File: config.mk
export PLATFORM = sky130hd
export DESIGN_NAME = mbox_sender
export DESIGN_NICKNAME = d
export VERILOG_FILES = /design/src/rtl/mbox_sender.sv
export SDC_FILE = /design/constraint.sdc
export NUM_CORES = 1
export LEC_CHECK = 0
export CAP_MARGIN = 30
export CORE_MARGIN = 4
export CORE_UTILIZATION = 52
export CTS_CLUSTER_SIZE = 12
export DETAILED_ROUTE_END_ITERATION = 8
export GPL_TIMING_DRIVEN = 0
export MAX_ROUTING_LAYER = met4
export PLACE_DENSITY = 0.89
export SYNTH_ARGS = -nofsm -noshare
export SYNTH_HDL_FRONTEND = slang
export SYNTH_SLANG_ARGS = --single-unit
File: constraint.sdc
create_clock -name clk -period 9.9 [get_ports clk]
set_input_delay 1.98 -clock clk [delete_from_list [all_inputs] [get_ports clk]]
set_output_delay 1.98 -clock clk [all_outputs]
set_load 0.01 [all_outputs]
File: src/rtl/mbox_sender.sv
// SoC-side mailbox requester: lock, CMD/DLEN/data, EXECUTE, STATUS poll, response drain, release.
// Optional poll timeout is compiled in with CALIPTRA_MBOX_SENDER_TIMEOUT_EN.
module mbox_sender #(
  parameter int unsigned MBOX_SIZE_BYTES = 131072,
  parameter logic [31:0] TIMEOUT_CYCLES  = 32'd65535
) (
  input  logic        clk,
  input  logic        rst,
  input  logic        start,
  input  logic [31:0] cmd,
  input  logic [31:0] dlen,
  input  logic [31:0] tx_data,
  input  logic        tx_valid,
  output logic        tx_ready,
  output logic [31:0] rx_data,
  output logic        rx_valid,
  input  logic        rx_ready,
  output logic        busy,
  output logic        done,
  output logic [3:0]  resp_status,
  output logic [31:0] resp_dlen,
  output logic        err_oversize,
  output logic        err_fail,
  output logic        err_timeout,
  output logic        req_dv,
  output logic        req_write,
  output logic [2:0]  req_addr,
  output logic [31:0] req_wdata,
  input  logic        req_hold,
  input  logic [31:0] req_rdata
);

  typedef enum logic [3:0] {
    S_IDLE, S_LOCK, S_CMD, S_DLEN, S_DATA, S_EXEC,
    S_STATUS, S_RDLEN, S_RDATA, S_RELEASE, S_DONE
  } state_t;

  localparam logic [2:0] A_LOCK    = 3'd0;
  localparam logic [2:0] A_CMD     = 3'd1;
  localparam logic [2:0] A_DLEN    = 3'd2;
  localparam logic [2:0] A_DATAIN  = 3'd3;
  localparam logic [2:0] A_DATAOUT = 3'd4;
  localparam logic [2:0] A_EXECUTE = 3'd5;
  localparam logic [2:0] A_STATUS  = 3'd6;

  state_t      state, next_state;
  logic [31:0] cmd_q, dlen_q, words, wcnt;
  logic        xfer, last_word, timeout_hit, start_ok;

  function automatic logic [31:0] word_count(input logic [31:0] nbytes);
    return {2'b00, nbytes[31:2]} + {31'd0, |nbytes[1:0]};
  endfunction

  assign xfer      = req_dv && !req_hold;
  assign last_word = (wcnt == words - 32'd1);
  assign start_ok  = (state == S_IDLE) && start;

`ifdef CALIPTRA_MBOX_SENDER_TIMEOUT_EN
  logic [31:0] tcnt;

  // Timeout only acts on a completing poll so req_dv never drops mid-stall.
  assign timeout_hit = (tcnt >= TIMEOUT_CYCLES - 32'd1);

  always_ff @(posedge clk or posedge rst) begin
    if (rst) begin
      tcnt <= '0;
    end else if (state != S_LOCK && state != S_STATUS) begin
      tcnt <= '0;
    end else if (tcnt != '1) begin
      tcnt <= tcnt + 32'd1;
    end
  end

  always_ff @(posedge clk or posedge rst) begin
    if (rst) begin
      err_timeout <= 1'b0;
    end else if (start_ok) begin
      err_timeout <= 1'b0;
    end else if (xfer && timeout_hit &&
                 ((state == S_LOCK && req_rdata[0]) ||
                  (state == S_STATUS && req_rdata[3:0] == 4'd0))) begin
      err_timeout <= 1'b1;
    end
  end
`else
  assign timeout_hit = 1'b0;
  assign err_timeout = 1'b0;
`endif

  always_ff @(posedge clk or posedge rst) begin
    if (rst) state <= S_IDLE;
    else     state <= next_state;
  end

  always_comb begin
    next_state = state;
    req_dv     = 1'b0;
    req_write  = 1'b0;
    req_addr   = '0;
    req_wdata  = '0;
    tx_ready   = 1'b0;
    done       = 1'b0;
    busy       = (state != S_IDLE);
    case (state)
      S_IDLE: begin
        if (start) next_state = (dlen > MBOX_SIZE_BYTES) ? S_DONE : S_LOCK;
      end
      S_LOCK: begin
        req_dv   = 1'b1;
        req_addr = A_LOCK;
        if (xfer) begin
          if (!req_rdata[0])    next_state = S_CMD;
          else if (timeout_hit) next_state = S_DONE;
        end
      end
      S_CMD: begin
        req_dv    = 1'b1;
        req_write = 1'b1;
        req_addr  = A_CMD;
        req_wdata = cmd_q;
        if (xfer) next_state = S_DLEN;
      end
      S_DLEN: begin
        req_dv    = 1'b1;
        req_write = 1'b1;
        req_addr  = A_DLEN;
        req_wdata = dlen_q;
        if (xfer) next_state = (words == 32'd0) ? S_EXEC : S_DATA;
      end
      S_DATA: begin
        tx_ready  = !req_hold;
        req_dv    = tx_valid;
        req_write = 1'b1;
        req_addr  = A_DATAIN;
        req_wdata = tx_data;
        if (xfer && last_word) next_state = S_EXEC;
      end
      S_EXEC: begin
        req_dv    = 1'b1;
        req_write = 1'b1;
        req_addr  = A_EXECUTE;
        req_wdata = 32'd1;
        if (xfer) next_state = S_STATUS;
      end
      S_STATUS: begin
        req_dv   = 1'b1;
        req_addr = A_STATUS;
        if (xfer) begin
          if (req_rdata[3:0] == 4'd1)      next_state = S_RDLEN;
          else if (req_rdata[3:0] != 4'd0) next_state = S_RELEASE;
          else if (timeout_hit)            next_state = S_RELEASE;
        end
      end
      S_RDLEN: begin
        req_dv   = 1'b1;
        req_addr = A_DLEN;
        if (xfer) begin
          next_state = (req_rdata > MBOX_SIZE_BYTES || req_rdata == 32'd0) ?
                       S_RELEASE : S_RDATA;
        end
      end
      S_RDATA: begin
        // Once issued the register stays empty until this read lands, so req_dv holds through stalls.
        req_dv   = !rx_valid || rx_ready;
        req_addr = A_DATAOUT;
        if (xfer && last_word) next_state = S_RELEASE;
      end
      S_RELEASE: begin
        req_dv    = 1'b1;
        req_write = 1'b1;
        req_addr  = A_EXECUTE;
        req_wdata = 32'd0;
        if (xfer) next_state = S_DONE;
      end
      S_DONE: begin
        done       = 1'b1;
        next_state = S_IDLE;
      end
      default: next_state = S_IDLE;
    endcase
  end

  always_ff @(posedge clk or posedge rst) begin
    if (rst) begin
      cmd_q        <= '0;
      dlen_q       <= '0;
      words        <= '0;
      wcnt         <= '0;
      resp_status  <= '0;
      resp_dlen    <= '0;
      err_oversize <= 1'b0;
      err_fail     <= 1'b0;
    end else begin
      case (state)
        S_IDLE: begin
          if (start) begin
            cmd_q        <= cmd;
            dlen_q       <= dlen;
            words        <= word_count(dlen);
            wcnt         <= '0;
            resp_status  <= '0;
            resp_dlen    <= '0;
            err_fail     <= 1'b0;
            err_oversize <= (dlen > MBOX_SIZE_BYTES);
          end
        end
        S_DATA, S_RDATA: begin
          if (xfer) wcnt <= wcnt + 32'd1;
        end
        S_STATUS: begin
          if (xfer && req_rdata[3:0] != 4'd0) begin
            resp_status <= req_rdata[3:0];
            if (req_rdata[3:0] == 4'd3) err_fail <= 1'b1;
          end
        end
        S_RDLEN: begin
          if (xfer) begin
            resp_dlen <= req_rdata;
            words     <= word_count(req_rdata);
            wcnt      <= '0;
            if (req_rdata > MBOX_SIZE_BYTES) err_oversize <= 1'b1;
          end
        end
        default: ;
      endcase
    end
  end

  always_ff @(posedge clk or posedge rst) begin
    if (rst) begin
      rx_data  <= '0;
      rx_valid <= 1'b0;
    end else if (state == S_RDATA && xfer) begin
      rx_data  <= req_rdata;
      rx_valid <= 1'b1;
    end else if (rx_ready) begin
      rx_valid <= 1'b0;
    end
  end

endmodule

==> metrics.md, run 1 <==
| Metric | Value |
|---|---|
| Layout cells sized above 1 | about 5.7% |
| Net Sw Frac | roughly two fifths |
| Routability cong. | around 0.94 |
| Area contributors post-synth | dfrtp_1 44%, nand2_1 12%, xnor2_1 5.0% |
| Share of flip-flops with an asynchronous set or reset | 100% |
| Antenna violations before repair | 0 |
| Yosys warns | 0 |
| Synth-to-layout area growth | 30.9% |
| Row cnt | between 50 and 60 |
| Fin. max-slew vios | 0 |
| Setup TNS | 0 ps |
| Die width | ~160 um |
| GRT Residual Overflow | 0 |
| Int Pwr | about 0.0024 W |
| Crit. End Element | output port |
| Achievable Freq | 173 MHz |
| # diodes | 0 |
| First-pass DRT Iterations | 6 |
| Number of enable flip-flop cells after synthesis | 0 |
| Starting utilization of the core area | between 50 and 60% |
| Endpoints failing setup | 0 |
| First-pass GRT wire length | about 61000 um |
| Total track usage | about a third |
| Post-Syn Instances | approximately 1400 |
| Synth cell types | 69 |
| Sequential power share | approximately a third |
| Worst skew pair latency | between 500 and 600 ps |
| RSZ-0062 raised after global routing | no |
| Finished Layout Cells | roughly 1900 |
| Postcts setup bufs | 0 |
| Combinational group share of total power | a little over two fifths |
| Status | finished clean |
| Critical path type | primary input to output port |
| Area leader, netlist | dfrtp_1 |
| Post-synth net total | roughly 1500 |
| Setup crit start kind | primary input |
| Pin count of the biggest net entering global routing | 112 |
| Ys flop type | dfrtp_1 |
| Die Y | 157 um |
| Vias in the first global route | ~12000 |
| Min cycle time layout | between 5000 and 6000 ps |
| Iter 0 DRT Violations | roughly 1100 |
| Synth top cells by count | 364 x nand2_1, 202 x dfrtp_1, 91 x o21ai_0 |
| Post-route ant nets | 0 |
| Core ar. | between 0.02 and 0.025 sq mm |
| Num ports | 246 |
| Final hold vios | 0 |
| Htree depth | 1 |
| Final Skew | around 19 ps |
| Placed Cells | between 1500 and 2000 |
| CTS tree | yes |
| CP arrival | ~3800 ps |
| Cts repair resizes | 0 |
| Root Buffer | clkbuf_16 |
| Clk pwr share | a little under a quarter |
| Net count, final | around 1800 |
| Synth Cell Area | ~0.012 sq mm |
| Hold-fix buffers, CTS | 0 |
| Seq cells post-synth | slightly above 200 |
| Avg WL per Cell | approximately 20 um |
| Reg clk slew, reported paths | 60 ps |
| Most common cell in the netlist | nand2_1 |
| Port Buffers | roughly 230 |
| DRC violations left | 0 |
| Longest Clk Path Bufs | 3 |
| Clock sinks | 202 |
| Vias per cell | 6.01 |
| Sequential share of the synthesized area | approximately 44% |
| Max-Slew Margin vs Limit | 32.7% |
| Routed WL | 39700 um |
| Hold WC Path Type | flop to flop |
| Peak VDD IR | roughly 0.15 mV |
| HPWL after DPL | about 30000 um |
| Crit-path max FO | 3 |
| Vias | roughly 12000 |
| Max-cap violations | 0 |
| Slew @ Worst Pin | between 1000 and 1500 ps |
| NetSw | approximately 0.0015 W |
| PwrDens | between 200 and 300 mW/mm^2 |
| Leak Pwr | around 6.5 nW |
| Post-synth top area share | approximately 44% |
| Period utilisation layout | approximately 58% |
| Die ar. | ~0.025 sq mm |
| Syn_area_per_cell | about 8.4 sq um |
| CTS Buf Count | 24 |
| Worst R2R Setup Slack | slightly below 6000 ps |
| Worst EP required | 7920 ps |
cell type report:
| class | instances | area [sq um] |
|---|---|---|
| plain buffers | 82 | 320 |
| clock buffers | 37 | 689 |
| clock inverters | 7 | 116 |
| fillers | 1676 | 6760 |
| inverters | 42 | 165 |
| multi-input cells | 1039 | 5970 |
| flip-flops and latches | 202 | 5050 |
| well taps | 280 | 350 |
| repair buffers | 239 | 2390 |
registers in the layout, indices dropped and copies added (netlist names):
name          cells
cmd_q            32
state             4
words            31
err_fail          1
dlen_q           32
err_oversize      1
rx_valid          1
resp_status       4
rx_data          32
resp_dlen        32
wcnt             32
cell usage in the layout (no fill, tap or decap), types with 3 or more instances in the layout:
cell	synthesis	final
or3_1	7	7
nand2_1	364	364
a222oi_1	31	31
xnor2_1	66	66
o2111ai_1	3	3
and3_1	20	20
or4_1	7	7
or2_2	4	4
nand4b_1	3	3
clkbuf_8	0	4
a31oi_1	10	10
xor2_1	53	53
clkbuf_16	0	24
nand2b_1	6	6
nor2b_1	6	6
and2_1	4	4
o21ai_0	91	91
and4_1	9	9
ha_1	6	6
inv_1	42	41
o22ai_1	4	4
nand3_1	46	46
nor3_1	27	27
nor4_1	29	29
clkdlybuf4s50_1	0	234
mux2_2	34	34
nor4b_1	3	3
buf_2	1	3
mux2i_1	5	5
nor2_1	88	88
dfrtp_1	202	202
buf_1	4	4
a2111oi_0	3	3
o31ai_1	4	4
a211oi_1	3	3
a21oi_1	35	35
clkbuf_1	75	84
nand4_1	27	27
power groups by stage:
stage | clock network (W) | registers, W | logic [W]
after CTS | 0.000902 | 0.00131 | 0.00157
final | 0.000898 | 0.00132 | 0.00159
after floorplan | 0 | 0.00130 | 0.000884
after global placement | 0 | 0.00131 | 0.00151
after global routing | 0.000942 | 0.00135 | 0.00173
after detailed placement | 0 | 0.00132 | 0.00156
through the flow:
stage | area [sq um] | utilization (%) | worst slack [ps] | hold slack (ps) | total power, W
3_3_place_gp | 14200 | 65.1 | -70.1 | 458 | 0.00281
3_5_place_dp | 14300 | 65.3 | 4150 | 463 | 0.00287
2_1_floorplan | 11500 | - | 2410 | 445 | 0.00218
5_1_grt | 15100 | 69.0 | 4040 | 497 | 0.00402
4_1_cts | 15100 | 69.0 | 4140 | 478 | 0.00378
6_report | 15100 | 69.0 | 4140 | 480 | 0.00380
path summary, 6_finish.rpt:
check,end,startpoint,depth (start not counted)
min reg2reg,cmd_q[25],cmd_q[25],2
max reg2reg,state[1],words[0],11
min,cmd_q[25],cmd_q[25],2
max in group asynchronous,cmd_q[0],rst,3
max,req_dv,tx_valid,4
min in group asynchronous,rx_data[14],rst,2
layer usage:
layer / vias up / wire length [um] / global-route usage, %
li1: 5267 / - / -
met1: 5565 / 15400 / 40.0
met2: 640 / 19300 / 53.3
met3: 123 / 3460 / 6.03
met4: 0 / 1580 / 11.4
met5: - / 0 / -
cells by family (layout without fill, tap and decap cells):
logic type	count (synthesis)	after routing	synth area share [%]
AOI/OAI and AO/OA	212	212	12.1
DFF	202	202	43.9
adders and majority gates	6	6	0.652
buffers and inverters	124	407	4.15
xor gates and xnor gates	120	120	9.20
other	1	1	0.0326
and+or+nand+nor	660	660	26.0
muxes	40	40	3.89
worst max-delay path: stages:
cell	delay (ps)
clkdlybuf4s50_1	420
a2111oi_0	680
nor3_1	180
clkdlybuf4s50_1	520
(Power assumes the default switching activity.)
==> run 2, diff against run 1 <==
- clock period: 9.9 -> 5.5 ns (I/O delays scaled with it)
==> metrics.md, run 2 (synthesis gave the netlist of run 1 again) <==
| Metric | Value |
|---|---|
| Crit-path cells | buf_1 > nand2_1 > nor3_1 > clkbuf_1 > a222oi_1 > inv_1 > clkdlybuf4s50_1 |
| Avg WL per Cell | roughly 20 um |
| Slew @ Worst Pin | approximately 1000 ps |
| Longest Clk Path Bufs | 3 |
| CP arrival | approximately 3500 ps |
| First-pass GRT wire length | just over 60000 um |
| Worst skew pair latency | between 500 and 600 ps |
| Filler cell count in the final layout | approximately 1600 |
| Die ar. | ~0.025 sq mm |
| Hold WC Path Type | flop to flop |
| Die width | around 160 um |
| DRC violations left | 0 |
| Vias | roughly 12000 |
| Commonest non-fill, non-tap cell in the layout | nand2_1 |
| Crit-path max FO | 10 |
| Status | finished clean |
| Reg clk slew, reported paths | approximately 60 ps |
| Worst EP required | roughly 4400 ps |
| Crit. End Element | output port |
| CTS Buf Count | 23 |
| Critical path's largest stage delay | 630 ps |
| Critical path type | flop to output port |
| Postcts setup bufs | 0 |
| Peak VDD IR | roughly 0.35 mV |
| Iter 0 DRT Violations | between 1000 and 1500 |
| Endpoints failing setup | 0 |
| Routed WL | just under 40000 um |
| Util after Layout | between 60% and 70% |
| Synth-to-layout area growth | 30.8% |
| Min cycle time layout | 4610 ps |
| Starting utilization of the core area | between 50% and 60% |
| Core ar. | about 0.022 sq mm |
| Max-cap violations | 0 |
| HPWL after DPL | between 30000 and 40000 um |
| Most frequent cells in the layout | 364 x nand2_1, 234 x clkdlybuf4s50_1, 202 x dfrtp_1 |
| Hold-fix buffers, CTS | 0 |
| Die Y | around 160 um |
| Leak Pwr | ~6.5 nW |
| NetSw | 0.00260 W |
| Layout cells sized above 1 | 5.89% |
| Root Buffer | clkbuf_16 |
| Clk pwr share | 22.1% |
| RSZ-0062 raised after global routing | no |
| First-pass DRT Iterations | 9 |
| CTS tree | yes |
| Cts repair resizes | 0 |
| Slowest-stage cell, CP | nor3_1 |
| Total track usage | between 30% and 40% |
| Htree depth | 1 |
| Fin. max-slew vios | 0 |
| Combinational group share of total power | approximately 43% |
| Clock sinks | roughly 200 |
| Row cnt | 54 |
| Net Sw Frac | around 39% |
| Setup crit start kind | flop |
| Int Pwr | just over 0.004 W |
| Achievable Freq | about 220 MHz |
| GRT Residual Overflow | 0 |
| Antenna violations before repair | 0 |
| Num ports | between 200 and 250 |
| Port Buffers | 234 |
| Net count, final | 1773 |
| Final Skew | approximately 12 ps |
| Final hold vios | 0 |
| Vias in the first global route | ~12000 |
| Period utilisation layout | a little over four fifths |
| Post-route ant nets | 0 |
| # diodes | 0 |
| Max-Slew Margin vs Limit | between 30% and 40% |
| Pin count of the biggest net entering global routing | 44 |
| Setup TNS | 0 ps |
| Vias per cell | about 6 |
| Routability cong. | around 1 |
| Sequential power share | between 30% and 40% |
| PwrDens | 447 mW/mm^2 |
==> run 2: critical path: cells and delay by family (launching register included) <==
kind	cells	cell delay, ps
compound gates	1	270
buf+inv	4	1510
flops	1	410
simple gates	2	790
==> run 2: per-stage QoR <==
stage / instance area (sq um) / power (W) / hold WS [ps] / instances / setup slack [ps]
finish: 15100 / 0.00673 / 476 / 1926 / 888
global route: 15100 / 0.00711 / 490 / 1926 / 760
CTS: 15000 / 0.00670 / 478 / 1925 / 937
detailed placement: 14300 / 0.00519 / 462 / 1887 / 1060
global placement: 14200 / 0.00506 / 457 / 1879 / 288
floorplan: 11500 / 0.00393 / 445 / 1365 / 1780
==> run 2: area by class of cell <==
class	instances	area [sq um]	area share, %
multi-input cells	1039	5970	39.7
flip-flops and latches	202	5050	33.6
repair buffers	243	2470	16.4
clock buffers	30	632	4.20
well taps	280	350	2.33
plain buffers	82	320	2.13
inverters	42	161	1.07
clock inverters	8	87.6	0.582
==> run 2: per-layer routing <==
metal	wire (um)	track usage, %	vias to the layer above
met5	0	-	-
met4	1820	12.4	0
met3	3590	6.08	153
met2	19100	53.5	686
met1	14900	39.8	5491
li1	-	-	5272
==> run 2: final timing paths <==
check                      startpoint  slack (ps)  depth (start not counted)            end
max                          state[1]         890                          7  req_wdata[19]
min reg2reg                  cmd_q[0]         480                          2       cmd_q[0]
max in group asynchronous         rst        3460                          5       wcnt[31]
min                          cmd_q[0]         480                          2       cmd_q[0]
max reg2reg                  words[0]        1470                          8       state[1]
min in group asynchronous         rst         960                          2    rx_data[27]
==> run 2: power groups by stage <==
| stage | combinational [W] | clock [W] | sequential [W] |
|---|---|---|---|
| 2_1_floorplan | 0.00159 | 0 | 0.00234 |
| 6_report | 0.00286 | 0.00149 | 0.00238 |
| 5_1_grt | 0.00312 | 0.00156 | 0.00244 |
| 3_3_place_gp | 0.00271 | 0 | 0.00236 |
| 3_5_place_dp | 0.00280 | 0 | 0.00238 |
| 4_1_cts | 0.00284 | 0.00150 | 0.00237 |
==> run 3, diff against run 2 <==
- CORE_UTILIZATION: 52 -> 47
- PLACE_DENSITY: 0.89 -> 0.86
- clock period: 5.5 -> 3.8 ns (I/O delays scaled with it)
==> metrics.md, run 3 (synthesis gave the netlist of run 1 again) <==
| Metric | Value |
|---|---|
| Status | finished clean |
| Most frequent cells in the layout | 364 x nand2_1, 234 x clkdlybuf4s50_1, 201 x dfrtp_1 |
| Synth-to-layout area growth | 32.8% |
| Htree depth | 1 |
| Hold_sp | cmd_q[24] |
| Crit path depth | 10 |
| Peak VDD IR | between 0.4 and 0.5 mV |
| Min cycle time layout | 3720 ps |
| Max-cap violations | 0 |
| Vias per cell | roughly 5.9 |
| Worst EP required | around 4200 ps |
| Die Y | 164 um |
| Critical path type | flop to flop |
| Pre-CTS setup slack | -229 ps |
| Antenna violations before repair | 0 |
| First-pass GRT wire length | between 60000 and 70000 um |
| CTS tree | yes |
| # diodes | 0 |
| Worst reg-to-reg path cell count | 10 |
| Avg WL per Cell | between 20 and 25 um |
| Max-Slew Margin vs Limit | between 30% and 40% |
| Leak Pwr | 6.60 nW |
| Die ar. | between 0.02 and 0.03 sq mm |
| Row cnt | 56 |
| Crit-path cells | inv_1 > ha_1 > or4b_2 > clkbuf_1 > or4_4 > a2111oi_1 > o21ai_0 > a2111oi_4 > a21o_4 > mux2_4 |
| Routed WL | between 40000 and 50000 um |
| Slew @ Worst Pin | roughly 1000 ps |
| Crit. End Element | flop |
| Port Buffers | 234 |
| HPWL after DPL | 31500 um |
| Hold Crit Depth | 2 |
| Worst path top cell family by delay | compound AO/OA/AOI/OAI gates |
| CP arrival | 4120 ps |
| Period utilisation layout | 97.8% |
| Final WS setup | about 84 ps |
| Endpoints failing setup | 0 |
| R2R Path End | state[1] |
| Net count, final | about 1800 |
| CTS Buf Count | 24 |
| Worst R2R Setup Slack | roughly 84 ps |
| Longest Clk Path Bufs | 3 |
| Commonest non-fill, non-tap cell in the layout | nand2_1 |
| DRC violations left | 0 |
| Slowest-stage cell, CP | or4b_2 |
| Setup TNS | 0 ps |
| Routability cong. | 0.993 |
| First-pass DRT Iterations | 8 |
| Die width | around 160 um |
| Post-route ant nets | 0 |
| PwrDens | between 600 and 700 mW/mm^2 |
| Pin count of the biggest net entering global routing | 42 |
| Critical path's largest stage delay | 600 ps |
| Final Skew | 21.6 ps |
| Num ports | between 200 and 250 |
| Crit-path max FO | 7 |
| Vias | 11648 |
| Hold-fix buffers, CTS | 0 |
| Vias in the first global route | about 12000 |
| Root Buffer | clkbuf_16 |
| GRT Residual Overflow | 0 |
| Reg clk slew, reported paths | approximately 60 ps |
| Clock sinks | 202 |
| Worst skew pair latency | ~540 ps |
| Layout cells sized above 1 | about 7.5% |
| Worst R2R Start | words[0] |
| Total track usage | around 30% |
| Setup crit start kind | flop |
| Postcts setup bufs | 0 |
| Buffers and inverters on the worst path | 2 |
| Core ar. | approximately 0.024 sq mm |
| Achievable Freq | 269 MHz |
| Final hold vios | 0 |
| Starting utilization of the core area | 48.4% |
| Fin. max-slew vios | 0 |
| Worst Hold Path EP | cmd_q[24] |
| Iter 0 DRT Violations | ~1200 |
| Hold WC Path Type | flop to flop |
==> run 3: cell count changes in the layout (fill, tap and decap cells not counted), moves of 2 or more <==
cell / change
buf_2: +2
clkbuf_2: +10
nor4_2: +4
a2111oi_0: -2
clkbuf_1: -14
clkbuf_8: +3
nor3_2: +2
nor3_1: -3
clkinvlp_4: -3
bufinv_16: +2
nor4_1: -5
clkinv_2: +2
==> run 3: tightest hold or removal path: cells and delay by family, from the launching register on <==
| family | cells | cell delay (ps) |
|---|---|---|
| and+or+nand+nor | 2 | 100 |
| DFF | 1 | 340 |
==> run 3: layer usage <==
layer | vias to the layer above | wire (um) | track usage (%)
li1 | 5250 | - | -
met1 | 5600 | 15700 | 37.8
met2 | 668 | 19800 | 51.3
met3 | 130 | 3800 | 5.37
met4 | 0 | 1860 | 11.2
met5 | - | 0 | -
==> run 3: cell type report <==
| type | count | area [sq um] |
|---|---|---|
| Fill cell | 1910 | 8470 |
| Multi-Input combinational cell | 1039 | 6040 |
| Sequential cell | 202 | 5060 |
| Timing Repair Buffer | 242 | 2460 |
| Clock buffer | 34 | 698 |
| Tap cell | 319 | 399 |
| Buffer | 79 | 324 |
| Inverter | 42 | 161 |
| Clock inverter | 10 | 140 |
==> run 3: report_power, final <==
part / switching, W / internal [W] / leakage [nW]
combinational: 0.00231 / 0.00190 / 3.58
clock: 0.000936 / 0.00149 / 0.417
sequential: 0.000640 / 0.00286 / 2.61
total: 0.00389 / 0.00624 / 6.60
==> run 3: worst max-delay path by stage <==
| stage | to | slack [ps] | from |
|---|---|---|---|
| after global placement | wcnt[21] | -1110 | rst |
| after global routing | state[1] | -70 | words[0] |
| after detailed placement | state[1] | -230 | words[0] |
| after CTS | state[1] | 8 | words[0] |
| after floorplan | cmd_q[0] | 420 | rst |
| final | state[1] | 80 | words[0] |
==> run 3: timing repair <==
item,in CTS,in global routing
setup endpoints to repair,37,12
pin swaps,0,2
gates resized for setup,18,9
==> run 3: per-stage QoR <==
stage	instance area (sq um)	utilization, %	hold WS [ps]	cells	power (W)
detailed placement	14400	60.5	463	1926	0.00756
global route	15300	64.3	486	1967	0.0106
finish	15300	64.3	478	1967	0.0101
floorplan	11500	-	445	1365	0.00569
global placement	14300	60.0	457	1918	0.00740
CTS	15300	64.2	478	1968	0.0100
